File: src/rtl/mem_ctrl_sram_pkg.sv
// mem_ctrl_sram_pkg
//   Shared definitions for the SRAM data-memory controller:
//   - bit positions inside the CPU's 5-bit mem_ctrl_signal
//   - access-size codes
//   - controller FSM state type
//   - a request-alignment helper used by the front end
package mem_ctrl_sram_pkg;

    // mem_ctrl_signal bit positions
    localparam int MEMCTL_RD      = 0;
    localparam int MEMCTL_WR      = 1;
    localparam int MEMCTL_SIZE_LO = 2;
    localparam int MEMCTL_SIZE_HI = 3;
    localparam int MEMCTL_SEXT    = 4;

    // access-size codes carried in mem_ctrl_signal[3:2]
    localparam logic [1:0] MEM_SIZE_BYTE    = 2'b00;
    localparam logic [1:0] MEM_SIZE_HALF    = 2'b01;
    localparam logic [1:0] MEM_SIZE_WORD    = 2'b10;
    localparam logic [1:0] MEM_SIZE_ILLEGAL = 2'b11;

    typedef enum logic [1:0] {
        ST_IDLE   = 2'd0,
        ST_ACCESS = 2'd1,
        ST_DONE   = 2'd2
    } memctl_state_t;

    // True when the byte offset cannot hold an access of the given size.
    function automatic logic req_misaligned(input logic [1:0] size, input logic [1:0] off);
        return ((size == MEM_SIZE_HALF) && off[0]) ||
               ((size == MEM_SIZE_WORD) && (off != 2'b00));
    endfunction

endpackage

File: src/rtl/mem_load_align.sv
// mem_load_align
//   Combinational load aligner: picks the byte/half/word addressed by
//   offset out of a raw 32-bit memory word and zero- or sign-extends it.
//   Ports:
//     raw    in  32  word as read from memory
//     offset in  2   byte offset of the access within the word
//     size   in  2   MEM_SIZE_* code
//     sext   in  1   sign-extend byte/half results (ignored for word)
//     result out 32  extended load value
module mem_load_align
    import mem_ctrl_sram_pkg::*;
(
    input  logic [31:0] raw,
    input  logic [1:0]  offset,
    input  logic [1:0]  size,
    input  logic        sext,
    output logic [31:0] result
);

    logic [7:0]  byte_sel;
    logic [15:0] half_sel;

    always_comb begin
        byte_sel = raw[7:0];
        case (offset)
            2'd0:    byte_sel = raw[7:0];
            2'd1:    byte_sel = raw[15:8];
            2'd2:    byte_sel = raw[23:16];
            default: byte_sel = raw[31:24];
        endcase
        half_sel = offset[1] ? raw[31:16] : raw[15:0];
    end

    always_comb begin
        result = raw;
        case (size)
            MEM_SIZE_BYTE: result = {{24{sext & byte_sel[7]}}, byte_sel};
            MEM_SIZE_HALF: result = {{16{sext & half_sel[15]}}, half_sel};
            default:       result = raw;
        endcase
    end

endmodule

File: src/rtl/mem_ctrl_sram.sv
// mem_ctrl_sram
//   Data-memory controller between the CPU memory port and an asynchronous
//   32-bit SRAM. A legal request is registered in IDLE, driven to the SRAM
//   for WAIT_CYCLES+1 cycles in ACCESS, and released in DONE, where the CPU
//   sees mem_stall drop and the load result on mem_rdata.
//   Ports:
//     clk_50M, reset_btn          clock, synchronous active-high reset
//     mem_addr/mem_wdata          CPU byte address and store data
//     mem_ctrl_signal             {sext, size[1:0], write, read}
//     mem_rdata                   extended load result (held until next read)
//     mem_stall                   pipeline hold
//     addr_err                    one-cycle pulse after a rejected request
//     sram_addr/sram_data_o/i     SRAM word address and data
//     sram_data_oe                data-bus drive enable (tristate at top level)
//     sram_ce_n/oe_n/we_n/be_n    active-low SRAM strobes and byte lanes
module mem_ctrl_sram
    import mem_ctrl_sram_pkg::*;
#(
    parameter int ADDR_WIDTH  = 32,
    parameter int SRAM_AW     = 20,
    parameter int WAIT_CYCLES = 1
) (
    input  logic                  clk_50M,
    input  logic                  reset_btn,
    input  logic [ADDR_WIDTH-1:0] mem_addr,
    input  logic [31:0]           mem_wdata,
    input  logic [4:0]            mem_ctrl_signal,
    output logic [31:0]           mem_rdata,
    output logic                  mem_stall,
    output logic                  addr_err,
    output logic [SRAM_AW-1:0]    sram_addr,
    output logic [31:0]           sram_data_o,
    input  logic [31:0]           sram_data_i,
    output logic                  sram_data_oe,
    output logic                  sram_ce_n,
    output logic                  sram_oe_n,
    output logic                  sram_we_n,
    output logic [3:0]            sram_be_n
);

    localparam int CNT_W = (WAIT_CYCLES > 0) ? $clog2(WAIT_CYCLES + 1) : 1;
    localparam logic [CNT_W-1:0] CNT_LOAD = CNT_W'(WAIT_CYCLES);

    memctl_state_t state, state_nxt;

    logic [CNT_W-1:0]   cnt;
    logic [SRAM_AW-1:0] addr_q;
    logic [31:0]        wdata_q;
    logic [31:0]        rdata_q;
    logic               err_q;
    logic               req_wr;
    logic [1:0]         req_off;
    logic [1:0]         req_size;
    logic               req_sext;
    logic [3:0]         req_be_n;

    // ---------------- request decode ----------------
    logic       rd, wr, sext;
    logic [1:0] size, off;
    logic       req_any, req_bad, req_ok;

    assign rd      = mem_ctrl_signal[MEMCTL_RD];
    assign wr      = mem_ctrl_signal[MEMCTL_WR];
    assign size    = mem_ctrl_signal[MEMCTL_SIZE_HI:MEMCTL_SIZE_LO];
    assign sext    = mem_ctrl_signal[MEMCTL_SEXT];
    assign off     = mem_addr[1:0];
    assign req_any = rd | wr;
    assign req_bad = req_any & ((rd & wr) | (size == MEM_SIZE_ILLEGAL) | req_misaligned(size, off));
    assign req_ok  = req_any & ~req_bad;

    // High address bits beyond the SRAM's reach are ignored.
    generate
        if (ADDR_WIDTH > SRAM_AW + 2) begin : g_addr_hi
            logic unused_addr_hi;
            assign unused_addr_hi = ^mem_addr[ADDR_WIDTH-1:SRAM_AW+2];
        end
    endgenerate

    // ---------------- store lane steering ----------------
    // Reads always fetch the full word; only stores narrow the lanes.
    logic [3:0]  lane_be_n;
    logic [31:0] lane_data;

    always_comb begin
        lane_be_n = 4'b0000;
        lane_data = mem_wdata;
        if (wr) begin
            case (size)
                MEM_SIZE_BYTE: begin
                    lane_be_n = ~(4'b0001 << off);
                    lane_data = {4{mem_wdata[7:0]}};
                end
                MEM_SIZE_HALF: begin
                    lane_be_n = off[1] ? 4'b0011 : 4'b1100;
                    lane_data = {2{mem_wdata[15:0]}};
                end
                default: begin
                    lane_be_n = 4'b0000;
                    lane_data = mem_wdata;
                end
            endcase
        end
    end

    // ---------------- load aligner ----------------
    logic [31:0] load_val;

    mem_load_align u_align (
        .raw    (sram_data_i),
        .offset (req_off),
        .size   (req_size),
        .sext   (req_sext),
        .result (load_val)
    );

    // ---------------- FSM ----------------
    always_ff @(posedge clk_50M) begin
        if (reset_btn) state <= ST_IDLE;
        else           state <= state_nxt;
    end

    // Strobes decode straight from state so that a reset, which forces
    // IDLE, releases we_n on the very next cycle and abandons the write.
    always_comb begin
        state_nxt    = state;
        mem_stall    = 1'b0;
        sram_ce_n    = 1'b1;
        sram_oe_n    = 1'b1;
        sram_we_n    = 1'b1;
        sram_be_n    = 4'hF;
        sram_data_oe = 1'b0;
        case (state)
            ST_IDLE: begin
                if (req_ok) begin
                    mem_stall = 1'b1;
                    state_nxt = ST_ACCESS;
                end
            end
            ST_ACCESS: begin
                mem_stall    = 1'b1;
                sram_ce_n    = 1'b0;
                sram_be_n    = req_be_n;
                sram_oe_n    = req_wr;
                sram_we_n    = ~req_wr;
                sram_data_oe = req_wr;
                if (cnt == '0) state_nxt = ST_DONE;
            end
            ST_DONE: begin
                // keep driving write data one cycle past we_n for hold time
                sram_data_oe = req_wr;
                state_nxt    = ST_IDLE;
            end
            default: state_nxt = ST_IDLE;
        endcase
    end

    // ---------------- datapath registers ----------------
    always_ff @(posedge clk_50M) begin
        if (reset_btn) begin
            cnt      <= '0;
            addr_q   <= '0;
            wdata_q  <= '0;
            rdata_q  <= '0;
            err_q    <= 1'b0;
            req_wr   <= 1'b0;
            req_off  <= 2'b00;
            req_size <= MEM_SIZE_BYTE;
            req_sext <= 1'b0;
            req_be_n <= 4'hF;
        end else begin
            err_q <= 1'b0;
            case (state)
                ST_IDLE: begin
                    if (req_ok) begin
                        cnt      <= CNT_LOAD;
                        addr_q   <= mem_addr[SRAM_AW+1:2];
                        wdata_q  <= lane_data;
                        req_wr   <= wr;
                        req_off  <= off;
                        req_size <= size;
                        req_sext <= sext;
                        req_be_n <= lane_be_n;
                    end else if (req_bad) begin
                        err_q   <= 1'b1;
                        rdata_q <= '0;
                    end
                end
                ST_ACCESS: begin
                    if (cnt != '0)   cnt     <= cnt - 1'b1;
                    else if (!req_wr) rdata_q <= load_val;
                end
                default: ;
            endcase
        end
    end

    assign sram_addr   = addr_q;
    assign sram_data_o = wdata_q;
    assign mem_rdata   = rdata_q;
    assign addr_err    = err_q;

endmodule
File: config.mk
export PLATFORM = sky130hd
export DESIGN_NAME = mem_ctrl_sram
export DESIGN_NICKNAME = d
export VERILOG_FILES = /design/src/rtl/mem_ctrl_sram_pkg.sv /design/src/rtl/mem_load_align.sv /design/src/rtl/mem_ctrl_sram.sv
export SDC_FILE = /design/constraint.sdc
export NUM_CORES = 1
export LEC_CHECK = 0
export ABC_AREA = 1
export CORE_ASPECT_RATIO = 1.4
export CORE_MARGIN = 8
export CORE_UTILIZATION = 30
export CTS_CLUSTER_SIZE = 20
export DETAILED_ROUTE_END_ITERATION = 8
export GPL_ROUTABILITY_DRIVEN = 0
export PLACE_DENSITY_LB_ADDON = 0.15
export SETUP_SLACK_MARGIN = 0.05
export SLEW_MARGIN = 20
export SYNTH_ARGS = -nofsm -noshare
export SYNTH_HDL_FRONTEND = slang
export SYNTH_SLANG_ARGS = --single-unit
File: constraint.sdc
create_clock -name clk_50M -period 2.3 [get_ports clk_50M]
set_clock_uncertainty 0.2 [all_clocks]
set_input_delay 0.345 -clock clk_50M [delete_from_list [all_inputs] [get_ports clk_50M]]
set_output_delay 0.345 -clock clk_50M [all_outputs]
set_load 0.01 [all_outputs]
==> impl_metrics.yaml <==
detailed_routing:
  routed_wirelength_mm: 17.3
  viasPerCell: 4.57
  ant_nets: 0
  remaining_drc_errors: 0
  num_vias: 5007
  wl_met3_mm: 1.79
  wl_met1_mm: 6.67
  drt_iter0_markers: 273
  dr.max_layer_used: "met4"
  dr.pass1.iters: 4
  met2_wirelength_mm: 8.49
  post_drt_wl_per_cell_um: 15.8
worst_setup_path:
  start_kind: "register"
  r2r_slack_ps: 300
  reg2reg_from: "req_off[1]$_SDFFE_PP0P_"
  crit_family: "buffers and inverters"
  crit_path_end_kind: "primary output"
  worst-path-stages: 5
  path_buf_inv: 3
  startpoint: "state[1]$_SDFFE_PP0P_"
  crit_required_ps: 1750
  r2r_end: "mem_rdata[6]$_SDFFE_PP0P_"
  crit_fanout: 7
  rr_worst_depth: 8
  path_cells: "inv_1 -> ha_1 -> inv_2 -> or2_2 -> dlygate4sd2_1"
  crit_end: "sram_be_n[0]"
  cp.arrival_ps: 1590
  critPathSlowestCell: "dlygate4sd2_1"
  criticalPathCategory: "register to primary output"
  cpPeakStageDelay_ps: 310
sta:
  finalCritPeriodShare: 0.926
  setup_violations: 0
  fmax_mhz: 469
  relSlewSlack: 0.706
  maxSlewViolCount: 0
  rsz0062_at_grt: "no"
  fin_crit_ps: 2130
  tightest_slew_ps: 441
  setup_ws_ps: 169
  hold_violations: 0
global_routing:
  grt_pass1_vias: 5114
  grt_pass1_wl_mm: 27.1
  antenna_found_initial: 0
  grt_max_degree: 64
  grt.overflow.total: 0
  grt_usage: 0.169
clocking:
  htreeDepth: 3
  clk_pin_slew_ps: 70
  holdBufCountCts: 0
  cts_buffers: 9
  cts-root-buf: "clkbuf_16"
  cts_buffer_depth: 2
  clock_sinks: 98
  post-cts-setup-buffers: 0
  worstSkewPairLatency_ps: 350
  cts_tree: "built"
floorplan:
  coreArea_sq_um: 16000
  dieArea_sq_um: 20400
  row_count: 55
  die_x_um: 123
  io_pins: 197
  start_util: 0.302
  die_h_um: 166
synthesis:
  synth_top_family_by_area: "simple AND/OR/NAND/NOR gates"
  synthSimpleGateAreaFrac: 0.315
  synth_area_sq_um: 4820
  synth_area_leaders: "dfxtp_1 41%, nor2_1 12%, nand2_1 11%"
  yosysSeqAreaShare: 0.407
  syn_inst: 707
  synth_ff_type: "dfxtp_1"
  synthArstFlopShare: 0
  synth_warnings: 0
  yosysUniqueCellTypes: 31
  synth_compound_area_frac: 0.178
  synth_xor_area_frac: 0
  synth_edf_count: 0
  synth.top_cell.area_share: 0.407
  syn_nets: 812
  yosys-top-cells-count: "160 x nor2_1, 139 x nand2_1, 98 x dfxtp_1"
  synth-seq-cells: 98
  synth.most_common_cell: "nor2_1"
  synth.area.mux_share: 0
  synth-adder-area-share: 0.00519
  synth_area_per_cell_sq_um: 6.82
  yosys.area.top_type: "dfxtp_1"
hold_path:
  timing.hold.worst.class: "register to register"
place:
  hpwl_mm: 13.2
  pre_cts_slack_ps: -282
  place_area_sq_um: 6970
  io_buffers: 186
finish:
  nets: 998
  syn2layout_area_growth_pct: 51.0
  fillCellCount: 1666
  final_area_sq_um: 7280
  drive_gt1_frac: 0.120
  diodes: 0
power_and_ir_drop:
  p_leak_uw: 0.00290
  power_uw: 4860
  ir_worst_vdd_uv: 325
  power_density_nw_per_um2: 668
run_status:
  status: "finished clean"
run:
  cap_violations: 0
[cell usage in the layout (no fill, tap or decap), types with 2 or more instances in the layout]
cell | netlist | routed
or2_2 | 23 | 23
o21ai_0 | 77 | 76
bufinv_16 | 0 | 2
nand2_2 | 13 | 13
nor2_2 | 2 | 2
inv_1 | 55 | 54
a21oi_2 | 10 | 10
inv_2 | 4 | 5
o31ai_1 | 4 | 4
a21oi_1 | 35 | 35
nor2_1 | 160 | 160
nand2_1 | 139 | 139
o22ai_1 | 8 | 8
clkbuf_16 | 0 | 9
ha_1 | 2 | 2
nand3_4 | 3 | 3
dlymetal6s2s_1 | 0 | 2
dlygate4sd2_1 | 0 | 5
buf_4 | 5 | 20
o211ai_1 | 4 | 4
nand2_4 | 4 | 4
o21ai_1 | 15 | 16
dfxtp_1 | 98 | 97
nand3_1 | 7 | 7
buf_12 | 1 | 5
clkdlybuf4s50_1 | 0 | 178
inv_4 | 2 | 2
[per-stage QoR]
step,instances,util,hold WS (ps),setup TNS [ps]
2_1_floorplan,707,-,235,0
3_3_place_gp,1081,0.436,249,-12380
3_5_place_dp,1081,0.436,256,-13800
4_1_cts,1096,0.456,266,0
5_1_grt,1096,0.456,286,0
6_report,1096,0.456,264,0
[sequential cells by signal, summed over array words and instances, names as in the netlist]
signal	flops
req_size	2
cnt	1
state	2
req_sext	1
mem_rdata	32
sram_data_o	32
req_be_n	4
sram_addr	20
addr_err	1
req_off	2
req_wr	1
[worst min path at each step]
stage / from / to / slack [ps] / cells after the start
4_1_cts: mem_rdata[8]$_SDFFE_PP0P_ / mem_rdata[8]$_SDFFE_PP0P_ / 270 / 2
3_3_place_gp: req_be_n[2]$_SDFFE_PP1P_ / req_be_n[2]$_SDFFE_PP1P_ / 250 / 2
3_5_place_dp: mem_rdata[8]$_SDFFE_PP0P_ / mem_rdata[8]$_SDFFE_PP0P_ / 260 / 2
6_report: mem_rdata[8]$_SDFFE_PP0P_ / mem_rdata[8]$_SDFFE_PP0P_ / 260 / 2
2_1_floorplan: req_be_n[0]$_SDFFE_PP1P_ / req_be_n[0]$_SDFFE_PP1P_ / 240 / 2
5_1_grt: mem_rdata[0]$_SDFFE_PP0P_ / mem_rdata[0]$_SDFFE_PP0P_ / 290 / 2
[timing repair]
action / in CTS / in global routing
hold endpoints to repair: 0 / 0
setup endpoints to repair: 6 / 58
gates resized for setup: 7 / 7
pin swaps: 0 / 0
[report_power, final]
group	leakage [uW]	switching [uW]	total [uW]	internal (uW)
clock network	0.000152	699	1650	952
registers	0.000800	82.0	1920	1840
logic	0.00195	679	1290	614
total	0.00290	1460	4860	3400
[layout make-up]
type	instances	area, sq um	area share
repair buffers	212	2120	0.291
clock buffers	9	225	0.0309
inverters	61	234	0.0321
well taps	199	249	0.0342
clock inverters	6	90.1	0.0124
flip-flops and latches	98	1960	0.270
multi-input cells	511	2400	0.330
[layer usage]
metal,GRT usage,up-vias
li1,-,2601
met1,0.178,2214
met2,0.291,170
met3,0.0735,22
met4,0.0573,0
met5,0,-
[worst register-to-register path, stage by stage, from the launching register on]
cell and delay [ps]:
dfxtp_1 570, inv_2 250, nor2_1 290, inv_1 110, o21ai_0 160, nand2_1 80, nand3_1 80, nand2_1 80
a21oi_1 130
[logic make-up after synthesis]
kind of cell | Yosys count
AO/OA/AOI/OAI | 155
adder cells (fa/ha/maj) | 2
buffers and inverters | 98
flip-flops | 98
AND/OR/NAND/NOR | 354
Note: power is estimated with default switching activity, not from simulation.
